--- config.mk ---
export PLATFORM = sky130hd
export DESIGN_NAME = mult4_seq_ctrl
export DESIGN_NICKNAME = d
export VERILOG_FILES = /design/src/rtl/mult4_seq_ctrl.sv
export SDC_FILE = /design/constraint.sdc
export NUM_CORES = 1
export LEC_CHECK = 0
export BUFFER_PORTS_ARGS = -buffer_cell sky130_fd_sc_hd__buf_2
export CORE_UTILIZATION = 49
export CTS_CLUSTER_DIAMETER = 100
export CTS_CLUSTER_SIZE = 10
export DETAILED_ROUTE_END_ITERATION = 10
export HOLD_SLACK_MARGIN = 0.12
export MAX_ROUTING_LAYER = met4
export PLACE_DENSITY_LB_ADDON = 0.15
export SYNTH_ARGS = -nofsm -noshare
export SYNTH_HDL_FRONTEND = slang
export SYNTH_SLANG_ARGS = --single-unit
--- constraint.sdc ---
create_clock -name clk -period 2.8 [get_ports clk]
set_input_delay 0.56 -clock clk [delete_from_list [all_inputs] [get_ports clk]]
set_output_delay 0.56 -clock clk [all_outputs]
set_load 0.005 [all_outputs]
--- src/rtl/mult4_seq_ctrl.sv ---
// mult4_seq_ctrl
// Unsigned 4x4 -> 8-bit multiplier sequencer. One external combinational
// 2x2 -> 4-bit core is reused over four cycles. Each cycle adds one shifted
// partial product (lo*lo, lo*hi, hi*lo, hi*hi) into an 8-bit accumulator.
// The finished product is offered on a valid/ready output.
//
// Parameters
//   ZERO_SKIP : 1 -> an operand pair with A==0 or B==0 skips the core
//               steps and completes with P=0
//   CNT_W     : width of the completed-operation counter
//
// Ports
//   clk        rising-edge clock
//   rst        synchronous active-high reset
//   in_valid   operand pair valid
//   in_ready   operands accepted (IDLE only)
//   A, B       4-bit operands, latched on accept
//   out_valid  P holds a completed product
//   out_ready  consumer takes P
//   P          registered 8-bit product
//   mul_a/b    operand halves driven to the shared 2x2 core
//   mul_p      product returned by the core
//   busy       RUN or DONE
//   ops_done   output handshake count, wraps modulo 2^CNT_W
//
// state | meaning
// IDLE  | waiting for an operand pair
// RUN   | one partial product per cycle, step 0..3
// DONE  | holding P until the consumer takes it
module mult4_seq_ctrl #(
    parameter bit ZERO_SKIP = 1'b0,
    parameter int CNT_W     = 16
) (
    input  logic             clk,
    input  logic             rst,
    input  logic             in_valid,
    output logic             in_ready,
    input  logic [3:0]       A,
    input  logic [3:0]       B,
    output logic             out_valid,
    input  logic             out_ready,
    output logic [7:0]       P,
    output logic [1:0]       mul_a,
    output logic [1:0]       mul_b,
    input  logic [3:0]       mul_p,
    output logic             busy,
    output logic [CNT_W-1:0] ops_done
);

    typedef enum logic [1:0] {
        S_IDLE = 2'd0,
        S_RUN  = 2'd1,
        S_DONE = 2'd2
    } state_t;

    state_t           state_q, state_d;
    logic [3:0]       a_q, a_d;
    logic [3:0]       b_q, b_d;
    logic [7:0]       acc_q, acc_d;
    logic [1:0]       step_q, step_d;
    logic [7:0]       p_q, p_d;
    logic             out_valid_q, out_valid_d;
    logic [CNT_W-1:0] ops_q, ops_d;

    logic [1:0]       sel_a, sel_b;
    logic [2:0]       shift;
    logic [7:0]       pp;
    logic [7:0]       acc_sum;

    // Operand halves and weight for the current step. Selection comes from
    // registers only, so the core input is stable for the whole cycle.
    always_comb begin
        sel_a = 2'b00;
        sel_b = 2'b00;
        shift = 3'd0;
        case (step_q)
            2'd0: begin sel_a = a_q[1:0]; sel_b = b_q[1:0]; shift = 3'd0; end
            2'd1: begin sel_a = a_q[1:0]; sel_b = b_q[3:2]; shift = 3'd2; end
            2'd2: begin sel_a = a_q[3:2]; sel_b = b_q[1:0]; shift = 3'd2; end
            default: begin sel_a = a_q[3:2]; sel_b = b_q[3:2]; shift = 3'd4; end
        endcase
    end

    // Largest possible sum is 15*15 = 225, so 8 bits never overflow.
    assign pp      = {4'b0000, mul_p} << shift;
    assign acc_sum = acc_q + pp;

    always_comb begin
        state_d     = state_q;
        a_d         = a_q;
        b_d         = b_q;
        acc_d       = acc_q;
        step_d      = step_q;
        p_d         = p_q;
        out_valid_d = out_valid_q;
        ops_d       = ops_q;

        case (state_q)
            S_IDLE: begin
                if (in_valid) begin
                    a_d    = A;
                    b_d    = B;
                    acc_d  = 8'd0;
                    step_d = 2'd0;
                    if (ZERO_SKIP && ((A == 4'd0) || (B == 4'd0))) begin
                        p_d     = 8'd0;
                        state_d = S_DONE;
                    end else begin
                        state_d = S_RUN;
                    end
                end
            end
            S_RUN: begin
                acc_d  = acc_sum;
                step_d = step_q + 2'd1;
                if (step_q == 2'd3) begin
                    p_d         = acc_sum;
                    out_valid_d = 1'b1;
                    state_d     = S_DONE;
                end
            end
            S_DONE: begin
                // A zero-skipped pair arrives here without out_valid. It
                // raises one cycle after the accept.
                if (!out_valid_q) begin
                    out_valid_d = 1'b1;
                end else if (out_ready) begin
                    out_valid_d = 1'b0;
                    ops_d       = ops_q + 1'b1;
                    state_d     = S_IDLE;
                end
            end
            default: begin
                state_d = S_IDLE;
            end
        endcase
    end

    always_ff @(posedge clk) begin
        if (rst) begin
            state_q     <= S_IDLE;
            a_q         <= 4'd0;
            b_q         <= 4'd0;
            acc_q       <= 8'd0;
            step_q      <= 2'd0;
            p_q         <= 8'd0;
            out_valid_q <= 1'b0;
            ops_q       <= '0;
        end else begin
            state_q     <= state_d;
            a_q         <= a_d;
            b_q         <= b_d;
            acc_q       <= acc_d;
            step_q      <= step_d;
            p_q         <= p_d;
            out_valid_q <= out_valid_d;
            ops_q       <= ops_d;
        end
    end

    // rst gating holds the status and core outputs quiet while reset is
    // asserted, including the cycles after the state register has already
    // cleared.
    assign in_ready  = !rst && (state_q == S_IDLE);
    assign busy      = !rst && ((state_q == S_RUN) || (state_q == S_DONE));
    assign mul_a     = (!rst && (state_q == S_RUN)) ? sel_a : 2'b00;
    assign mul_b     = (!rst && (state_q == S_RUN)) ? sel_b : 2'b00;
    assign out_valid = out_valid_q;
    assign P         = p_q;
    assign ops_done  = ops_q;

endmodule

==> impl_metrics.ini <==
[timing]
slew-limit-headroom_pct = 67.1
clock_skew_ns = 0.00500
fin_crit_sh_pct = 92.8
hold_slack_ns = 0.453
tightest_slew_ns = 0.493
fmax_ghz = 0.385
fin_tns_setup_ns = 0
min_period_ns = 2.60
rsz0062_at_grt = no
slew_violations = 0
hold_viol_final = 0
setup_viol = 0

[logic_synthesis]
synth.distinct_cells = 42
synth_enable_flop_cells = 0
async_reset_ff_share_pct = 0
yosysWarnings = 0
syn_area_per_cell_um2 = 8.31
syn-cell-area_um2 = 2350
synthCells = 283
synth_top_flop_cell = dfxtp_1
synth_nets = 315
ys_seq_elements = 45
ys_seq_area_share_pct = 38.3

[cells_and_area]
final_common_cell = buf_2
fin_util_pct = 61.7
fillers = 415
layout-drive-gt1-share_pct = 20.1
antenna_cells = 0
syn2layout_area_growth_pct = 17.4
mostFrequentLayoutCells = buf_2, dfxtp_1, nand2_1
fin_nets = 359

[status]
status = finished, violations left
failed_checks = design-rule violations

[drt]
vias_per_cell = 5.37
vias = 2041
drtIter0Drc = 128
postRouteAntennaNets = 0
drt_first_pass_iters = 7
drc = 4
wirelength_um = 4850
avgRoutedWirePerCell_um = 12.8

[global_routing]
grt_start_max_net_pins = 49
grt_pass1_vias = 1767
grt_pass1_wl_um = 8230
antenna_found_initial = 0
grt_overflow_total = 0
track_usage_pct = 20.9

[clock_network]
post_cts_buffers = 0
clk_pin_slew_ns = 0.08
cts_buffer_depth = 2
cts_sinks = 45
cts_resized = 0
cts_buffers = 5
insertion_delay_ns = 0.29
root_buffer = clkbuf_8
cts_tree = built
htreeDepth = 2
cts_hold_buffers = 0

[placement]
gp_congestion = 0.825
port_buffers = 46
hpwl_um = 3420

[setup_path]
crit_slowest_cell = fa_1
cp_cell_sequence = inv_1, ha_4, nor3b_1, ha_1, fa_1, a21o_2, a21oi_1, o21ai_1, mux2i_1, a311o_1
cp_max_fo = 7
setup.worst_path.start_class = flop
startpoint = step_q[0]
r2r-start = step_q[0]
critPathKind = flop to flop
r2r_slack_ns = 0.20
cp-end-kind = flop
slowest_delay_ns = 0.42
crit_required_ns = 2.99
reg2reg_depth = 10
r2r-end = P[6]
crit_arrival_ns = 2.78

[die]
die_h_um = 71.3
die_w_um = 71.3
num_rows = 24
start_util_pct = 52.5
ios = 47
die-area_um2 = 5080
coreArea_um2 = 4470

[min_path]
hold_end = P[5]
hp-class = flop to flop
min_from = P[5]
worstHoldPathCells = 2

[pwr]
ir_worst_vdd_mv = 0.256
p_per_area_nw_per_um2 = 514
p_leak_nw = 1.19

[flow_run]
cap_violations = 0
[report_power, final]
part	total, mW	internal (mW)	switching (mW)	leakage [nW]
registers	0.678	0.662	0.0158	0.365
logic	0.237	0.0941	0.143	0.772
clock network	0.506	0.291	0.215	0.0585
[worst max-delay path by stage]
stage	to
after CTS	P[7]
after detailed placement	P[6]
after global placement	P[6]
final	P[6]
after floorplan	P[6]
after global routing	P[6]
[layer usage]
| layer | up-vias | GRT usage (%) | share of wire [%] |
|---|---|---|---|
| met5 | - | - | 0 |
| met4 | 0 | 7.11 | 1.4 |
| met3 | 7 | 4.08 | 3.4 |
| met2 | 38 | 31.3 | 46 |
| met1 | 937 | 28.3 | 50 |
| li1 | 1059 | - | - |
[sequential cells by signal, indices dropped and copies added, names as in the netlist]
register / count
a_q: 4
state_q: 2
b_q: 4
P: 8
step_q: 2
out_valid: 1
acc_q: 8
ops_done: 16
[critical path: cells and delay by family, from the launching register on]
| kind | cells | cell delay [ns] |
|---|---|---|
| flops | 1 | 0.39 |
| mux | 1 | 0.13 |
| buf+inv | 1 | 0.12 |
| compound gates | 4 | 0.81 |
| fa+ha+maj | 3 | 0.99 |
| simple gates | 1 | 0.06 |
[final cells by class]
class	count	area [um2]	area share, %
multi-input cells	218	1390	50.5
flip-flops and latches	45	902	32.7
clock inverters	1	30.0	1.09
inverters	8	30.0	1.09
clock buffers	7	86.3	3.13
well taps	52	65.1	2.36
repair buffers	49	253	9.16
[logic make-up (layout without fill, tap and decap cells)]
logic type,after synthesis,after routing,share of synthesized area (%)
adder cells (fa/ha/maj),16,16,8.83
buffers and inverters,20,65,3.41
flip-flops,45,45,38.3
multiplexers,5,5,2.13
AO/OA/AOI/OAI,55,55,15.1
AND/OR/NAND/NOR,121,121,23.8
XOR/XNOR,21,21,8.41
[synthesized netlist by cell type (3+ instances only)]
cell,count,area [um2]
a21oi_1,25,125
a22oi_1,7,52.6
dfxtp_1,45,901
xnor2_1,6,52.6
nor2b_1,4,25.0
ha_1,15,188
and3_1,3,18.8
buf_2,4,20.0
nand2_1,39,146
nand3_1,16,80.1
nor2_1,38,143
inv_1,8,30.0
clkbuf_1,7,26.3
mux2i_1,5,50.1
xor2_1,14,123
nand4_1,7,43.8
o21ai_0,6,30.0
and4_1,3,26.3
[metrics by stage]
| step | area [um2] | instances | total power, mW | setup WS, ns |
|---|---|---|---|---|
| floorplan | 2350 | 283 | 0.857 | 0.0999 |
| global placement | 2620 | 372 | 0.918 | 0.166 |
| detailed placement | 2620 | 372 | 0.919 | 0.111 |
| CTS | 2740 | 380 | 1.43 | 0.0860 |
| global route | 2760 | 380 | 1.50 | 0.0173 |
| finish | 2760 | 380 | 1.42 | 0.202 |
No activity file was read; power rests on OpenSTA's default activity.
